`src/rtl/decode_sequencer.sv`:
```
// E0C6S46 instruction decode and step sequencer: decodes accepted opcodes to a
// microcode start address and length class, then counts steps under step_en.
package decode_sequencer_pkg;
    typedef enum logic [1:0] {
        CYCLE5  = 2'd0,
        CYCLE7  = 2'd1,
        CYCLE12 = 2'd2
    } instr_length;
endpackage

module decode_sequencer
    import decode_sequencer_pkg::*;
#(
    parameter int unsigned MICROCODE_ADDR_WIDTH = 7,
    parameter int unsigned STEP_WIDTH           = 4,
    parameter int unsigned CYCLE5_LEN           = 5,
    parameter int unsigned CYCLE7_LEN           = 7,
    parameter int unsigned CYCLE12_LEN          = 12,
    parameter int unsigned PSET_ADDR            = 10,
    parameter int unsigned UNIMPL_ADDR          = 127
) (
    input  logic                            clk,
    input  logic                            reset,
    input  logic                            step_en,
    input  logic [11:0]                     opcode,
    input  logic                            opcode_valid,
    output logic                            opcode_ready,
    output logic [MICROCODE_ADDR_WIDTH-1:0] microcode_addr,
    output instr_length                     cycle_length,
    output logic [STEP_WIDTH-1:0]           step,
    output logic                            busy,
    output logic [7:0]                      immed,
    output logic                            instr_done,
    output logic                            pc_increment,
    output logic                            np_valid,
    output logic [4:0]                      np_bank,
    output logic                            irq_block,
    output logic                            illegal
);

    typedef enum logic {
        IDLE = 1'b0,
        EXEC = 1'b1
    } state_t;

    state_t                          state_q, state_d;
    logic [STEP_WIDTH-1:0]           step_q, step_d;
    logic [MICROCODE_ADDR_WIDTH-1:0] addr_q, addr_d;
    instr_length                     len_q, len_d;
    logic [7:0]                      immed_q, immed_d;
    logic                            skip_q, skip_d;
    logic                            illegal_q, illegal_d;
    logic                            is_pset_q, is_pset_d;
    logic                            np_valid_q, np_valid_d;
    logic [4:0]                      np_bank_q, np_bank_d;

    logic [MICROCODE_ADDR_WIDTH-1:0] dec_addr;
    instr_length                     dec_len;
    logic                            dec_skip;
    logic                            dec_illegal;
    logic                            dec_pset;
    logic [STEP_WIDTH-1:0]           last_step;
    logic                            last;
    logic                            accept;

    always_comb begin
        dec_addr    = MICROCODE_ADDR_WIDTH'(UNIMPL_ADDR);
        dec_len     = CYCLE5;
        dec_skip    = 1'b0;
        dec_illegal = 1'b1;
        dec_pset    = 1'b0;
        if (opcode[11:5] == 7'b1110010) begin
            dec_addr    = MICROCODE_ADDR_WIDTH'(PSET_ADDR);
            dec_illegal = 1'b0;
            dec_pset    = 1'b1;
        end else if (opcode[11:8] <= 4'd9) begin
            // Opcodes 0..9 map their high nibble straight to the start address.
            dec_addr    = MICROCODE_ADDR_WIDTH'(opcode[11:8]);
            dec_illegal = 1'b0;
            case (opcode[11:8])
                4'd1: begin
                    dec_len  = CYCLE12;
                    dec_skip = 1'b1;
                end
                4'd4, 4'd5: begin
                    dec_len  = CYCLE7;
                    dec_skip = 1'b1;
                end
                default: ;
            endcase
        end
    end

    always_comb begin
        case (len_q)
            CYCLE7:  last_step = STEP_WIDTH'(CYCLE7_LEN - 1);
            CYCLE12: last_step = STEP_WIDTH'(CYCLE12_LEN - 1);
            default: last_step = STEP_WIDTH'(CYCLE5_LEN - 1);
        endcase
    end

    assign last         = (state_q == EXEC) && (step_q == last_step);
    assign opcode_ready = !reset && step_en && ((state_q == IDLE) || last);
    assign accept       = opcode_valid && opcode_ready;
    assign instr_done   = !reset && last && step_en;
    assign pc_increment = instr_done && !skip_q;

    always_comb begin
        state_d    = state_q;
        step_d     = step_q;
        addr_d     = addr_q;
        len_d      = len_q;
        immed_d    = immed_q;
        skip_d     = skip_q;
        illegal_d  = illegal_q;
        is_pset_d  = is_pset_q;
        np_valid_d = np_valid_q;
        np_bank_d  = np_bank_q;

        if (accept) begin
            state_d   = EXEC;
            step_d    = '0;
            addr_d    = dec_addr;
            len_d     = dec_len;
            immed_d   = opcode[7:0];
            skip_d    = dec_skip;
            illegal_d = dec_illegal;
            is_pset_d = dec_pset;
        end else if ((state_q == EXEC) && step_en) begin
            if (last) begin
                state_d = IDLE;
                step_d  = '0;
            end else begin
                step_d = step_q + 1'b1;
            end
        end

        // The prefix belongs to the completing instruction, which immed_q still holds.
        if (instr_done) begin
            if (is_pset_q) begin
                np_valid_d = 1'b1;
                np_bank_d  = immed_q[4:0];
            end else begin
                np_valid_d = 1'b0;
            end
        end
    end

    always_ff @(posedge clk) begin
        if (reset) begin
            state_q    <= IDLE;
            step_q     <= '0;
            addr_q     <= '0;
            len_q      <= CYCLE5;
            immed_q    <= '0;
            skip_q     <= 1'b0;
            illegal_q  <= 1'b0;
            is_pset_q  <= 1'b0;
            np_valid_q <= 1'b0;
            np_bank_q  <= '0;
        end else begin
            state_q    <= state_d;
            step_q     <= step_d;
            addr_q     <= addr_d;
            len_q      <= len_d;
            immed_q    <= immed_d;
            skip_q     <= skip_d;
            illegal_q  <= illegal_d;
            is_pset_q  <= is_pset_d;
            np_valid_q <= np_valid_d;
            np_bank_q  <= np_bank_d;
        end
    end

    assign microcode_addr = addr_q;
    assign cycle_length   = len_q;
    assign step           = step_q;
    assign busy           = (state_q == EXEC);
    assign immed          = immed_q;
    assign illegal        = illegal_q;
    assign np_valid       = np_valid_q;
    assign np_bank        = np_bank_q;
    assign irq_block      = np_valid_q;

endmodule

```
`config.mk`:
```
export PLATFORM = sky130hd
export DESIGN_NAME = decode_sequencer
export DESIGN_NICKNAME = d
export VERILOG_FILES = /design/src/rtl/decode_sequencer.sv
export SDC_FILE = /design/constraint.sdc
export NUM_CORES = 1
export LEC_CHECK = 0
export ABC_AREA = 1
export CELL_PAD_IN_SITES_DETAIL_PLACEMENT = 0
export CELL_PAD_IN_SITES_GLOBAL_PLACEMENT = 1
export CORE_ASPECT_RATIO = 0.9
export CORE_UTILIZATION = 27
export DETAILED_ROUTE_END_ITERATION = 12
export PLACE_DENSITY_LB_ADDON = 0.1
export SYNTH_ARGS = -nofsm -noshare
export SYNTH_HDL_FRONTEND = slang
export SYNTH_SLANG_ARGS = --single-unit
```
`constraint.sdc`:
```
create_clock -name clk -period 1.5 [get_ports clk]
set_input_delay 0.3 -clock clk [delete_from_list [all_inputs] [get_ports clk]]
set_output_delay 0.3 -clock clk [all_outputs]
set_load 0.01 [all_outputs]
```
Yosys cells after proc, flatten, opt, wreduce, memory -nomap -nowiden:

Index checks and enable logic that the tools add are counted.
W data, S select, Z words.

* order comparisons: 1
* equal/unequal tests: 7
* add/sub/neg operators: 1
* multiplexer cells: 17
* reductions and logical operators: 18
* bitwise gates (word level): 1

Operator list (number)
* $mux W7: 2
* $mux W1: 10
* $eq A4 B3 Y1 const B: 2
* $logic_and A1 B1 Y1: 8
* $pmux W4 S2: 1
* $eq A7 B7 Y1 const B: 1
* $add A4 B1 Y4 const B: 1
* $eq A4 B1 Y1 const B: 1
* $eq A4 B4 Y1: 1
* $le A4 B4 Y1 const B: 1
* $mux W2: 2
* $mux W4: 1
* $pmux W2 S2: 1
* $reduce_and A2 Y1: 2
* $reduce_bool A2 Y1: 2
* $reduce_or A2 Y1: 2
* $reduce_or A3 Y1: 1
* $eq A2 B1 Y1 const B: 1
* $eq A2 B2 Y1 const B: 1
* $logic_not A1 Y1: 2
* $logic_or A1 B1 Y1: 1
* $not A1 Y1: 1

* input bits: 16
* bits in registers: 31
* logic and storage cells: 55
* output and inout bits: 33

Depth between registers and ports, before layout:

Gate-level depths: netlist of the first run.

* word-level depth: 9
* gate-level depth with buffers: 13
* depth with buffers taken out: 12

Least setup slack after synthesis of the first run:

No wires, ideal clock.

* path kind: register -> output
* start point: reg len_q[0] (netlist: cycle_length[0])
* end point: out pc_increment
* required time: 1.200 ns
* slack: -0.286 ns
* cell stages (with the launch flop): 11
* buffers on the path: 0
* arrival: 1.486 ns
* path through: dfxtp_1 inv_1 ha_1 inv_1 nand2_2 nand2_1 nor2_2 nand2_2 nor2_1 nand2_1 nor2_1

* word-level cells in the longest chain between the ends: 7

RTL lines
* from (decl): RTL line 49 `instr_length len_q, len_d;`
* from (signal assigned): RTL line 165 `len_q <= len_d;`
* $eq A2 B2 Y1 or $eq A2 B1 Y1 (tied branches): RTL line 95 `case (len_q)`
* $pmux W4 S2 *: RTL line 95
* $eq A4 B4 Y1 *: RTL line 102 `assign last = (state_q == EXEC) && (step_q == last_step);`
* $logic_and A1 B1 Y1 *: RTL line 102
* $logic_and A1 B1 Y1 * (2 in series): RTL line 105 `assign instr_done = !reset && last && step_en;`
* $logic_and A1 B1 Y1 *: RTL line 106 `assign pc_increment = instr_done && !skip_q;`
* to (decl): RTL line 34 `output logic pc_increment,`

Mark *: on every way between the ends. The rest lies on a longest branch, timed or not.

Worst setup path in the final report of the first run:

Ends and elaborated chain as after synthesis.

==> metrics.txt, run 1 <==
outcome=finished with violations; failing checks=setup timing; Final Hold Fails=0; Synth Flop Type=dfxtp_1; Area contributors post-synth=dfxtp_1, nand2_1, inv_1; CP endpoint=pc_increment; initial antenna violation count=0; Leak=between 1 and 1.5 nW; Clk network pwr share=34.3%; Max-Cap Viols=0; Hold Buf Count CTS=0; first-pass GRT wire length=approximately 6500 µm; Slew @ Worst Pin=between 0.3 and 0.4 ns; Netlist Area Pre-Place=0.001433 mm²; largest net degree at the start of global routing=22; Sequential Power Share=~44%; slack of the critical path=-0.4423 ns; worst skew pair latency=around 0.28 ns; n_diodes=0; Pint=about 1.3 mW; DRC violations left=0; WL/cell=around 10 µm; post-layout power=1.787 mW; number of synthesized flops with an enable pin=0; P per Cell Area=roughly 700 mW/mm²; critical path class=reg2out; Util after Layout=approximately half; IO Pins=between 40 and 50; antenna viol nets, final=0; flops & latches, synth=28; most frequent cells after synthesis=nand2_1, inv_1, nor2_1, dfxtp_1, nand3_1; DR pass1 iterations=4; clk slew on worst S/H paths=approximately 0.10 ns; number of H-tree levels=1; Worst R2R Path Depth=14; CTS Buf Count=3; post-synthesis cell type count=23; flop2flop setup slack=-0.34 ns; via count=between 1500 and 2000; Sw Pwr=roughly 0.45 mW; Synth Instances=220; worst rel slew slack=approximately three quarters; Die Y=about 70 µm; crit path launch=cycle_length[0]; CTS sink cnt=28; Congestion Overflow GR=0; largest area contributor in the netlist=dfxtp_1; CP arrival=approximately 1.6 ns; GR Util All Layers=14.79%; DRT Wirelength=approximately 3800 µm; syn_nets=between 200 and 250; # rows=24; Syn Area/Cell=about 6.5 µm²; share of post-route cells with drive strength above 1=between 30% and 40%; top-count cell post-synth=nand2_1; Sw Share=about a quarter; worst vdd ir=approximately 0.47 mV; die area=between 0.005 and 0.006 mm²; Max Slew Vio Count=0; placed insts=between 300 and 400; Tcrit/Tclk final=129.5%; PortBufs=48; startpoint types=flip-flop; area growth from synthesis to layout=77.99%; crit-path max FO=3; post-synthesis sequential area ratio=between 30% and 40%; combinational share of power=between 20% and 30%; largest buffer count on any clock path=2; nets=324; CTS tree=built; unrepaired setup endpoints after global routing=yes; Yosys Warn Count=0; Die Wd=just under 80 µm; Crit. End Element=output port; Detailed Place HPWL=around 2700 µm; Critical R2R Launch=cycle_length[0]; Worst Skew=~0.0021 ns; Avg Vias per Cell=around 4.1; RePlAce Congestion=about 0.81; core area=approximately 0.005 mm²; worst hold-check path type=reg2reg; Critical Path RT=~1.2 ns; root buf cell=clkbuf_8; Setup Viol. Count Final=32; initial core utilization=28.74%; ys async rst share=0%; worst r2r dst=immed[6]; DRT iter0 DRCs=42; post-route insts no fill=between 300 and 400; minimum clock period=1.942 ns; vias in the first global route=between 1000 and 1500; fmax=between 500 and 600 MHz; Synth top area share=around two fifths
registers in the layout (all words and copies together) (netlist names):
| register | count |
|---|---|
| is_pset_q | 1 |
| step | 4 |
| irq_block | 1 |
| microcode_addr | 5 |
| busy | 1 |
| immed | 8 |
| cycle_length | 2 |
| np_bank | 5 |
| skip_q | 1 |
worst min-delay path by stage:
stage	cells after the start	slack, ns	start	end
after detailed placement	2	0.46	np_bank[2]	np_bank[2]
final	2	0.46	immed[4]	np_bank[4]
after CTS	2	0.47	immed[1]	np_bank[1]
after floorplan	1	0.37	reset	busy
after global placement	2	0.46	np_bank[0]	np_bank[0]
after global routing	2	0.49	immed[4]	np_bank[4]
layer usage:
layer  global-route usage (%)  routed length [µm]  up-vias
met1                    21.24                2002      660
li1                         -                   -      823
met5                        0                   0        -
met4                    1.852                  16        0
met2                    23.09                1640       33
met3                    3.355                 176        4
area by class of cell:
cell class | count | area [µm²]
Fill cell | 542 | 2435
Inverter | 40 | 157.7
Multi-Input combinational cell | 143 | 773.2
Clock buffer | 3 | 41.29
Clock inverter | 1 | 30.03
Timing Repair Buffer | 89 | 892.1
Sequential cell | 28 | 574.3
Tap cell | 65 | 81.33
power by group through the flow:
stage | combinational [mW] | clock (mW) | sequential (mW)
finish | 0.383 | 0.613 | 0.791
CTS | 0.365 | 0.637 | 0.790
global route | 0.421 | 0.661 | 0.795
global placement | 0.315 | 0 | 0.807
detailed placement | 0.314 | 0 | 0.807
floorplan | 0.141 | 0 | 0.818
what timing repair did:
item,4_1_cts,5_1_grt
gates cloned,2,0
setup endpoints to repair,48,43
pin swaps,10,5
resized for setup,51,30
setup buffers,13,2
metrics by stage:
stage               cell area, µm²  hold slack (ns)  setup WS [ns]  setup TNS, ns
floorplan                     1469           0.3691        -0.1492        -0.9523
global placement              2187           0.4554        -0.6356         -5.803
detailed placement            2187           0.4582        -0.6337         -6.666
CTS                           2449           0.4710        -0.4948         -10.53
global route                  2550           0.4910        -0.5204         -12.87
finish                        2550           0.4601        -0.4423         -9.726
placed cells by master (no fill, tap or decap), types with 6 or more instances in the layout:
cell type | synthesis | final
nand3_1 | 11 | 9
nor2_2 | 3 | 9
clkdlybuf4s50_1 | 0 | 20
buf_4 | 4 | 30
nand2_2 | 2 | 12
nand4_1 | 6 | 6
nor2_1 | 36 | 27
dlymetal6s2s_1 | 0 | 11
nand2_1 | 68 | 57
dlygate4sd2_1 | 0 | 14
inv_1 | 36 | 33
dfxtp_2 | 0 | 8
dfxtp_1 | 28 | 19
critical path, cell delays in order (launching register included):
cell,delay (ns)
dfxtp_2,0.36
inv_4,0.05
ha_4,0.26
inv_2,0.03
nand2_2,0.05
nand2_2,0.06
nor2_4,0.11
nand2_4,0.08
nor2_4,0.09
nand2_2,0.07
nor2_2,0.07
buf_2,0.13
kinds of logic after synthesis:
kind of cell,share of synthesized area (%)
simple gates,39.74
buf+inv,15.02
flops,39.13
compound gates,2.271
fa+ha+maj,2.620
xor+xnor,1.223
(Power assumes the default switching activity.)
==> inputs of run 2 (changes only) <==
--- a/config.mk
+++ b/config.mk
@@ -10,8 +10,11 @@
 export CELL_PAD_IN_SITES_GLOBAL_PLACEMENT = 1
 export CORE_ASPECT_RATIO = 0.9
 export CORE_UTILIZATION = 27
+export CTS_CLUSTER_SIZE = 25
 export DETAILED_ROUTE_END_ITERATION = 12
+export HOLD_SLACK_MARGIN = 0.08
 export PLACE_DENSITY_LB_ADDON = 0.1
+export SLEW_MARGIN = 20
 export SYNTH_ARGS = -nofsm -noshare
 export SYNTH_HDL_FRONTEND = slang
 export SYNTH_SLANG_ARGS = --single-unit
==> results of run 2 <==
Final layout, timing and power as in run 1 (identical DEF).
